File: src/rtl/clip_record_play_ctrl.sv
// ----------------------------------------------------------------------------
// clip_record_play_ctrl
//
// Multi-clip audio record/playback engine. NUM_CLIPS clips share one
// single-port BRAM. Each clip owns a fixed CLIP_DEPTH-sample region, so the
// BRAM address is simply {clip, offset}. The engine keeps the recorded length
// of every clip and plays a clip either once or in a loop.
//
// Ports
//   clock        scaled system clock, everything on posedge
//   reset        synchronous, active-high
//   clip_sel     clip number, sampled only on an accepted record/play pulse
//   record       1-cycle start-record pulse (wins over play)
//   play         1-cycle start-play pulse
//   stop         1-cycle abort pulse
//   loop_mode    1 = wrap playback to start of clip, sampled at play start
//   in_valid     deserializer sample-done pulse
//   in_data      captured sample, valid with in_valid
//   out_ready    serializer accepts out_data this cycle
//   out_valid    out_data holds a sample
//   out_data     playback sample
//   mem_en       BRAM enable
//   mem_wen      BRAM write enable
//   mem_addr     BRAM address {clip, offset}
//   mem_wdata    BRAM write data
//   mem_rdata    BRAM read data, one cycle after mem_en
//   state        0 IDLE, 1 RECORD, 2 PLAY
//   active_clip  clip latched at the last accepted start
//   done         1-cycle pulse: record reached full, or one-shot play ended
//
// Playback handshake: a sample transfers on every cycle where out_valid and
// out_ready are both 1. Once out_valid is raised, out_data is held stable
// until that transfer happens (or stop aborts playback); out_valid does not
// depend combinationally on out_ready.
// ----------------------------------------------------------------------------
module clip_record_play_ctrl #(
  parameter int NUM_CLIPS  = 4,
  parameter int CLIP_DEPTH = 16384,
  parameter int SAMPLE_W   = 16,
  parameter int CLIP_W     = $clog2(NUM_CLIPS),
  parameter int OFF_W      = $clog2(CLIP_DEPTH),
  parameter int ADDR_W     = CLIP_W + OFF_W
) (
  input  logic                clock,
  input  logic                reset,
  input  logic [CLIP_W-1:0]   clip_sel,
  input  logic                record,
  input  logic                play,
  input  logic                stop,
  input  logic                loop_mode,
  input  logic                in_valid,
  input  logic [SAMPLE_W-1:0] in_data,
  input  logic                out_ready,
  output logic                out_valid,
  output logic [SAMPLE_W-1:0] out_data,
  output logic                mem_en,
  output logic                mem_wen,
  output logic [ADDR_W-1:0]   mem_addr,
  output logic [SAMPLE_W-1:0] mem_wdata,
  input  logic [SAMPLE_W-1:0] mem_rdata,
  output logic [1:0]          state,
  output logic [CLIP_W-1:0]   active_clip,
  output logic                done
);

  localparam int LEN_W = OFF_W + 1;
  localparam logic [OFF_W-1:0] OFF_LAST = OFF_W'(CLIP_DEPTH - 1);

  // PLAY_REQ is the cycle mem_en is high, PLAY_WAIT the BRAM latency cycle,
  // PLAY_OUT holds the sample until the serializer takes it.
  typedef enum logic [2:0] {
    S_IDLE,
    S_RECORD,
    S_PLAY_REQ,
    S_PLAY_WAIT,
    S_PLAY_OUT
  } fsm_t;

  fsm_t                fsm_q, fsm_d;
  logic [1:0]          state_q, state_d;
  logic [CLIP_W-1:0]   clip_q, clip_d;
  logic                loop_q, loop_d;
  logic [OFF_W-1:0]    off_q, off_d;
  logic [LEN_W-1:0]    len_q [NUM_CLIPS];
  logic [LEN_W-1:0]    len_d [NUM_CLIPS];
  logic                mem_en_q, mem_en_d;
  logic                mem_wen_q, mem_wen_d;
  logic [ADDR_W-1:0]   mem_addr_q, mem_addr_d;
  logic [SAMPLE_W-1:0] mem_wdata_q, mem_wdata_d;
  logic                out_valid_q, out_valid_d;
  logic [SAMPLE_W-1:0] out_data_q, out_data_d;
  logic                done_q, done_d;

  // Offset arithmetic stays OFF_W bits wide so it never carries into the clip field.
  logic [OFF_W-1:0]    off_inc;
  logic [LEN_W-1:0]    off_inc_len;
  assign off_inc     = off_q + OFF_W'(1);
  assign off_inc_len = {1'b0, off_q} + LEN_W'(1);

  always_comb begin
    fsm_d       = fsm_q;
    clip_d      = clip_q;
    loop_d      = loop_q;
    off_d       = off_q;
    len_d       = len_q;
    mem_en_d    = 1'b0;
    mem_wen_d   = 1'b0;
    mem_addr_d  = mem_addr_q;
    mem_wdata_d = mem_wdata_q;
    out_valid_d = out_valid_q;
    out_data_d  = out_data_q;
    done_d      = 1'b0;

    case (fsm_q)
      S_IDLE: begin
        if (record) begin
          clip_d          = clip_sel;
          len_d[clip_sel] = '0;
          off_d           = '0;
          fsm_d           = S_RECORD;
        end else if (play && (len_q[clip_sel] != '0)) begin
          clip_d     = clip_sel;
          loop_d     = loop_mode;
          off_d      = '0;
          fsm_d      = S_PLAY_REQ;
          mem_en_d   = 1'b1;
          mem_addr_d = {clip_sel, {OFF_W{1'b0}}};
        end
      end

      S_RECORD: begin
        // stop has priority: a sample arriving with stop is dropped.
        if (stop) begin
          fsm_d = S_IDLE;
        end else if (in_valid) begin
          mem_en_d      = 1'b1;
          mem_wen_d     = 1'b1;
          mem_addr_d    = {clip_q, off_q};
          mem_wdata_d   = in_data;
          off_d         = off_inc;
          len_d[clip_q] = off_inc_len;
          if (off_q == OFF_LAST) begin
            done_d = 1'b1;
            fsm_d  = S_IDLE;
          end
        end
      end

      S_PLAY_REQ: begin
        fsm_d = stop ? S_IDLE : S_PLAY_WAIT;
      end

      S_PLAY_WAIT: begin
        if (stop) begin
          fsm_d = S_IDLE;
        end else begin
          out_valid_d = 1'b1;
          out_data_d  = mem_rdata;
          fsm_d       = S_PLAY_OUT;
        end
      end

      S_PLAY_OUT: begin
        if (stop) begin
          out_valid_d = 1'b0;
          fsm_d       = S_IDLE;
        end else if (out_ready) begin
          out_valid_d = 1'b0;
          if (off_inc_len < len_q[clip_q]) begin
            off_d      = off_inc;
            fsm_d      = S_PLAY_REQ;
            mem_en_d   = 1'b1;
            mem_addr_d = {clip_q, off_inc};
          end else if (loop_q) begin
            off_d      = '0;
            fsm_d      = S_PLAY_REQ;
            mem_en_d   = 1'b1;
            mem_addr_d = {clip_q, {OFF_W{1'b0}}};
          end else begin
            done_d = 1'b1;
            fsm_d  = S_IDLE;
          end
        end
      end

      default: begin
        fsm_d = S_IDLE;
      end
    endcase

    case (fsm_d)
      S_RECORD:                           state_d = 2'd1;
      S_PLAY_REQ, S_PLAY_WAIT, S_PLAY_OUT: state_d = 2'd2;
      default:                            state_d = 2'd0;
    endcase
  end

  always_ff @(posedge clock) begin
    if (reset) begin
      fsm_q       <= S_IDLE;
      state_q     <= 2'd0;
      clip_q      <= '0;
      loop_q      <= 1'b0;
      off_q       <= '0;
      for (int i = 0; i < NUM_CLIPS; i++) len_q[i] <= '0;
      mem_en_q    <= 1'b0;
      mem_wen_q   <= 1'b0;
      mem_addr_q  <= '0;
      mem_wdata_q <= '0;
      out_valid_q <= 1'b0;
      out_data_q  <= '0;
      done_q      <= 1'b0;
    end else begin
      fsm_q       <= fsm_d;
      state_q     <= state_d;
      clip_q      <= clip_d;
      loop_q      <= loop_d;
      off_q       <= off_d;
      len_q       <= len_d;
      mem_en_q    <= mem_en_d;
      mem_wen_q   <= mem_wen_d;
      mem_addr_q  <= mem_addr_d;
      mem_wdata_q <= mem_wdata_d;
      out_valid_q <= out_valid_d;
      out_data_q  <= out_data_d;
      done_q      <= done_d;
    end
  end

  assign state       = state_q;
  assign active_clip = clip_q;
  assign mem_en      = mem_en_q;
  assign mem_wen     = mem_wen_q;
  assign mem_addr    = mem_addr_q;
  assign mem_wdata   = mem_wdata_q;
  assign out_valid   = out_valid_q;
  assign out_data    = out_data_q;
  assign done        = done_q;

endmodule

File: config.mk
export PLATFORM = sky130hd
export DESIGN_NAME = clip_record_play_ctrl
export DESIGN_NICKNAME = d
export VERILOG_FILES = /design/src/rtl/clip_record_play_ctrl.sv
export SDC_FILE = /design/constraint.sdc
export NUM_CORES = 1
export LEC_CHECK = 0
export CAP_MARGIN = 20
export CORE_UTILIZATION = 49
export CTS_CLUSTER_DIAMETER = 40
export CTS_CLUSTER_SIZE = 10
export DETAILED_ROUTE_END_ITERATION = 6
export MAX_ROUTING_LAYER = met4
export PLACE_DENSITY = 0.84
export SLEW_MARGIN = 10
export SYNTH_ARGS = -nofsm -noshare
export SYNTH_HDL_FRONTEND = slang
export SYNTH_SLANG_ARGS = --single-unit
File: constraint.sdc
create_clock -name clock -period 3.7 [get_ports clock]
set_input_delay 0.555 -clock clock [delete_from_list [all_inputs] [get_ports clock]]
set_output_delay 0.555 -clock clock [all_outputs]
set_load 0.05 [all_outputs]
==> out/qor.txt <==
Max FO, Critical Path: 20
hold slack: 0.451 ns
via/cell ratio: 5.96
Crit path largest cell delay: 0.49 ns
Setup crit end kind: flop
EDFF count, synth: 0
Die Y: 116 µm
Req. time, crit path: 4.05 ns
syn nets: 790
WL per Instance: 17.9 µm
core area: 12,600 µm²
nets: 886
Detailed Routing Iterations Pass 1: 5
worst hold path depth: 2
Fmax: 0.280 GHz
largest family of logic cells by synthesized area: compound AO/OA/AOI/OAI gates
Yosys warning count: 0
max-capacitance violation count: 0
Area growth syn-to-layout: 31.1%
CTS H-tree depth: 4
CTS Buf Count: 17
reg2reg start: off_q[0]$_SDFFE_PP0P_
Synth Area in Simple Gates: 20.5%
Antenna Cells: 0
post-synthesis average cell area: 8.66 µm²
Starting Density: 50.4%
commonest non-fill, non-tap cell in the layout: dfxtp_1
adder-cell area share of the yosys netlist: 2.56%
post-synthesis cell count: 735
vias in the first global route: 5,426
count of final max-slew check failures: 0
worst path cell trace: buf_4 -> nand2_1 -> nor4_1 -> xnor2_1 -> inv_1 -> ha_1 -> a21oi_1 -> a21boi_0 -> or4_4 -> nand3_2 -> a2111o_1 -> and2_4 -> buf_12 -> nand4b_4 -> o22ai_2
Synth area leader: dfxtp_1
die area: 13,400 µm²
area fraction of the dominant cell type after synthesis: 42.2%
# DRC: 0
Max rail drop VDD: 0.295 mV
compound-cell area share of the yosys netlist: 21.2%
IO buf count: 97
crit path time final: 3.57 ns
Setup crit start kind: flop
initial drt markers: 747
Synth Cell Area: 6360 µm²
DRT antenna net count: 0
Synth Flop Type: dfxtp_1
total track usage: 28.3%
FF-to-FF setup slack: 0.13 ns
ranking of synthesized cells by area: dfxtp_1 42%, a22oi_1 7.3%, mux4_2 5.7%
Hold Crit Class: flop to flop
Crit-path slowest cell: or4_4
worst-margin pin slew: 1.12 ns
# setup viols final: 0
IO Pins: 98
RR Endpoint: off_q[0]$_SDFFE_PP0P_
skew final: 0.00844 ns
Hold Path Sink: mem_wdata[8]$_SDFFE_PP0P_
sequential fraction of the synthesis area: 42.2%
GR Overflow Total: 0
#FFs+latches synth: 134
mux cell area share after synthesis: 6.45%
initial antenna violation count: 0
outcome: finished, final reports clean
Hold Path Origin: mem_wdata[8]$_SDFFE_PP0P_
FP Rows: 41
Yosys cell types: 66
cts hold-fix bufs: 0
DP Area: 7570 µm²
Longest Clk Path Bufs: 2
die outline width: 116 µm
Clock transition at path regs: 0.06 ns
final instance area: 8340 µm²
Critical Path AT: 3.93 ns
largest net degree at the start of global routing: 102
CTS root buffer: clkbuf_16
critical path class: flop to flop
wire length after detailed routing: 18,200 µm
first-pass GRT wire length: 28,400 µm
Lkg Pwr: 2.96 nW
Detailed Place HPWL: 12,400 µm
most frequent cells in the layout: 131 x dfxtp_1, 96 x clkdlybuf4s50_1, 92 x nor2_1, 89 x nand2_1, 65 x a21oi_1
Slew HR: 25.0%
vias after detailed routing: 6,059
Tcrit/Tclk final: 96.6%
Pwr per Cell Area: 458 nW/µm²
Final Hold Viols: 0
Post-Synth XOR/XNOR Area: 1.99%
CTS tree: yes
global placement routability congestion: 0.935
clk sinks: 134
later-pin clock latency in the skew report: 0.43 ns
layout cells sized above 1: 14.3%
Reg2Reg Depth: 15
Async SR Flop Fraction: 0%
[worst max-delay path, delay by kind of cell (launching register included)]
| kind | cells | cell delay, ns |
|---|---|---|
| buf+inv | 3 | 0.46 |
| flops | 1 | 0.35 |
| compound gates | 4 | 0.71 |
| xor+xnor | 1 | 0.25 |
| fa+ha+maj | 1 | 0.36 |
| simple gates | 6 | 1.36 |
[cell type report]
class | count | area, µm²
inverters | 33 | 124
multi-input cells | 518 | 3450
clock inverters | 12 | 200
well taps | 172 | 215
flip-flops and latches | 134 | 2690
clock buffers | 20 | 457
repair buffers | 127 | 1210
fillers | 980 | 4280
[power breakdown]
part           internal, mW  leakage [nW]  switching (mW)
clock                  1.23         0.312           0.637
combinational         0.175          1.56           0.286
sequential             1.47          1.08          0.0227
[worst max-delay path by stage]
stage,from,to,slack (ns)
2_1_floorplan,active_clip[1]$_SDFFE_PP0P_,mem_addr[10]$_SDFFE_PP0P_,0.01
3_3_place_gp,off_q[0]$_SDFFE_PP0P_,off_q[0]$_SDFFE_PP0P_,0.26
3_5_place_dp,off_q[1]$_SDFFE_PP0P_,off_q[11]$_SDFFE_PP0P_,0.19
4_1_cts,off_q[0]$_SDFFE_PP0P_,off_q[13]$_SDFFE_PP0P_,0.13
5_1_grt,off_q[0]$_SDFFE_PP0P_,off_q[0]$_SDFFE_PP0P_,-0.05
6_report,off_q[0]$_SDFFE_PP0P_,off_q[0]$_SDFFE_PP0P_,0.13
[per-stage QoR]
stage / TNS, ns / setup WS [ns] / total power [mW] / utilization, % / std cells
final: 0 / 0.126 / 3.82 / 66.1 / 1016
after global routing: -0.137 / -0.0528 / 3.95 / 66.1 / 1016
after CTS: 0 / 0.127 / 3.82 / 65.2 / 1014
after detailed placement: 0 / 0.193 / 1.96 / 60.0 / 982
after global placement: 0 / 0.257 / 1.96 / 59.9 / 981
after floorplan: 0 / 0.0120 / 1.80 / - / 735
[sequential cells by signal (all words and copies together), names as in the netlist]
register / count
state: 2
mem_wen: 1
out_data: 16
active_clip: 2
off_q: 14
mem_en: 1
fsm_q: 3
out_valid: 1
len_q: 60
mem_addr: 16
done: 1
mem_wdata: 16
loop_q: 1
[synth_stat cells (3+ instances only)]
cell type and number:
a211oi_1 20, a21oi_1 65, a22oi_1 62, a311oi_1 3, a32oi_1 4, and2_1 8, buf_1 3, buf_2 9
clkbuf_1 35, dfxtp_1 134, ha_1 13, inv_1 33, mux2i_1 5, mux4_2 16, nand2_1 90, nand2b_1 5
nand3_1 9, nand4_1 6, nor2_1 94, nor2_2 3, nor2b_1 4, nor3_1 9, nor3b_1 4, nor4_1 13
o21ai_0 12, o21ai_1 3, o22ai_1 3, o32ai_1 7, or2_2 5, or3_1 5, xnor2_1 8
[logic make-up after synthesis]
logic type | Yosys count
AND/OR/NAND/NOR | 272
AO/OA/AOI/OAI | 200
flip-flops | 134
buffers and inverters | 83
multiplexers | 21
adder cells (fa/ha/maj) | 13
XOR/XNOR | 12
[routing by layer]
metal / global-route usage [%] / wire [µm] / share of wire (%) / vias up
met5: - / 0 / 0 / -
met3: 6.33 / 1310 / 7.2 / 54
met1: 37.4 / 7820 / 43 / 2883
met4: 10.2 / 505 / 2.8 / 0
li1: - / - / - / 2838
met2: 42.4 / 8600 / 47 / 284
[timing repair]
action                                  CTS  global route
endpoints found under the hold margin     0             0
gates resized for setup                   0            20
endpoints found under the setup margin    0            34
setup buffers                             0             1
Note: power is estimated with default switching activity, not from simulation.
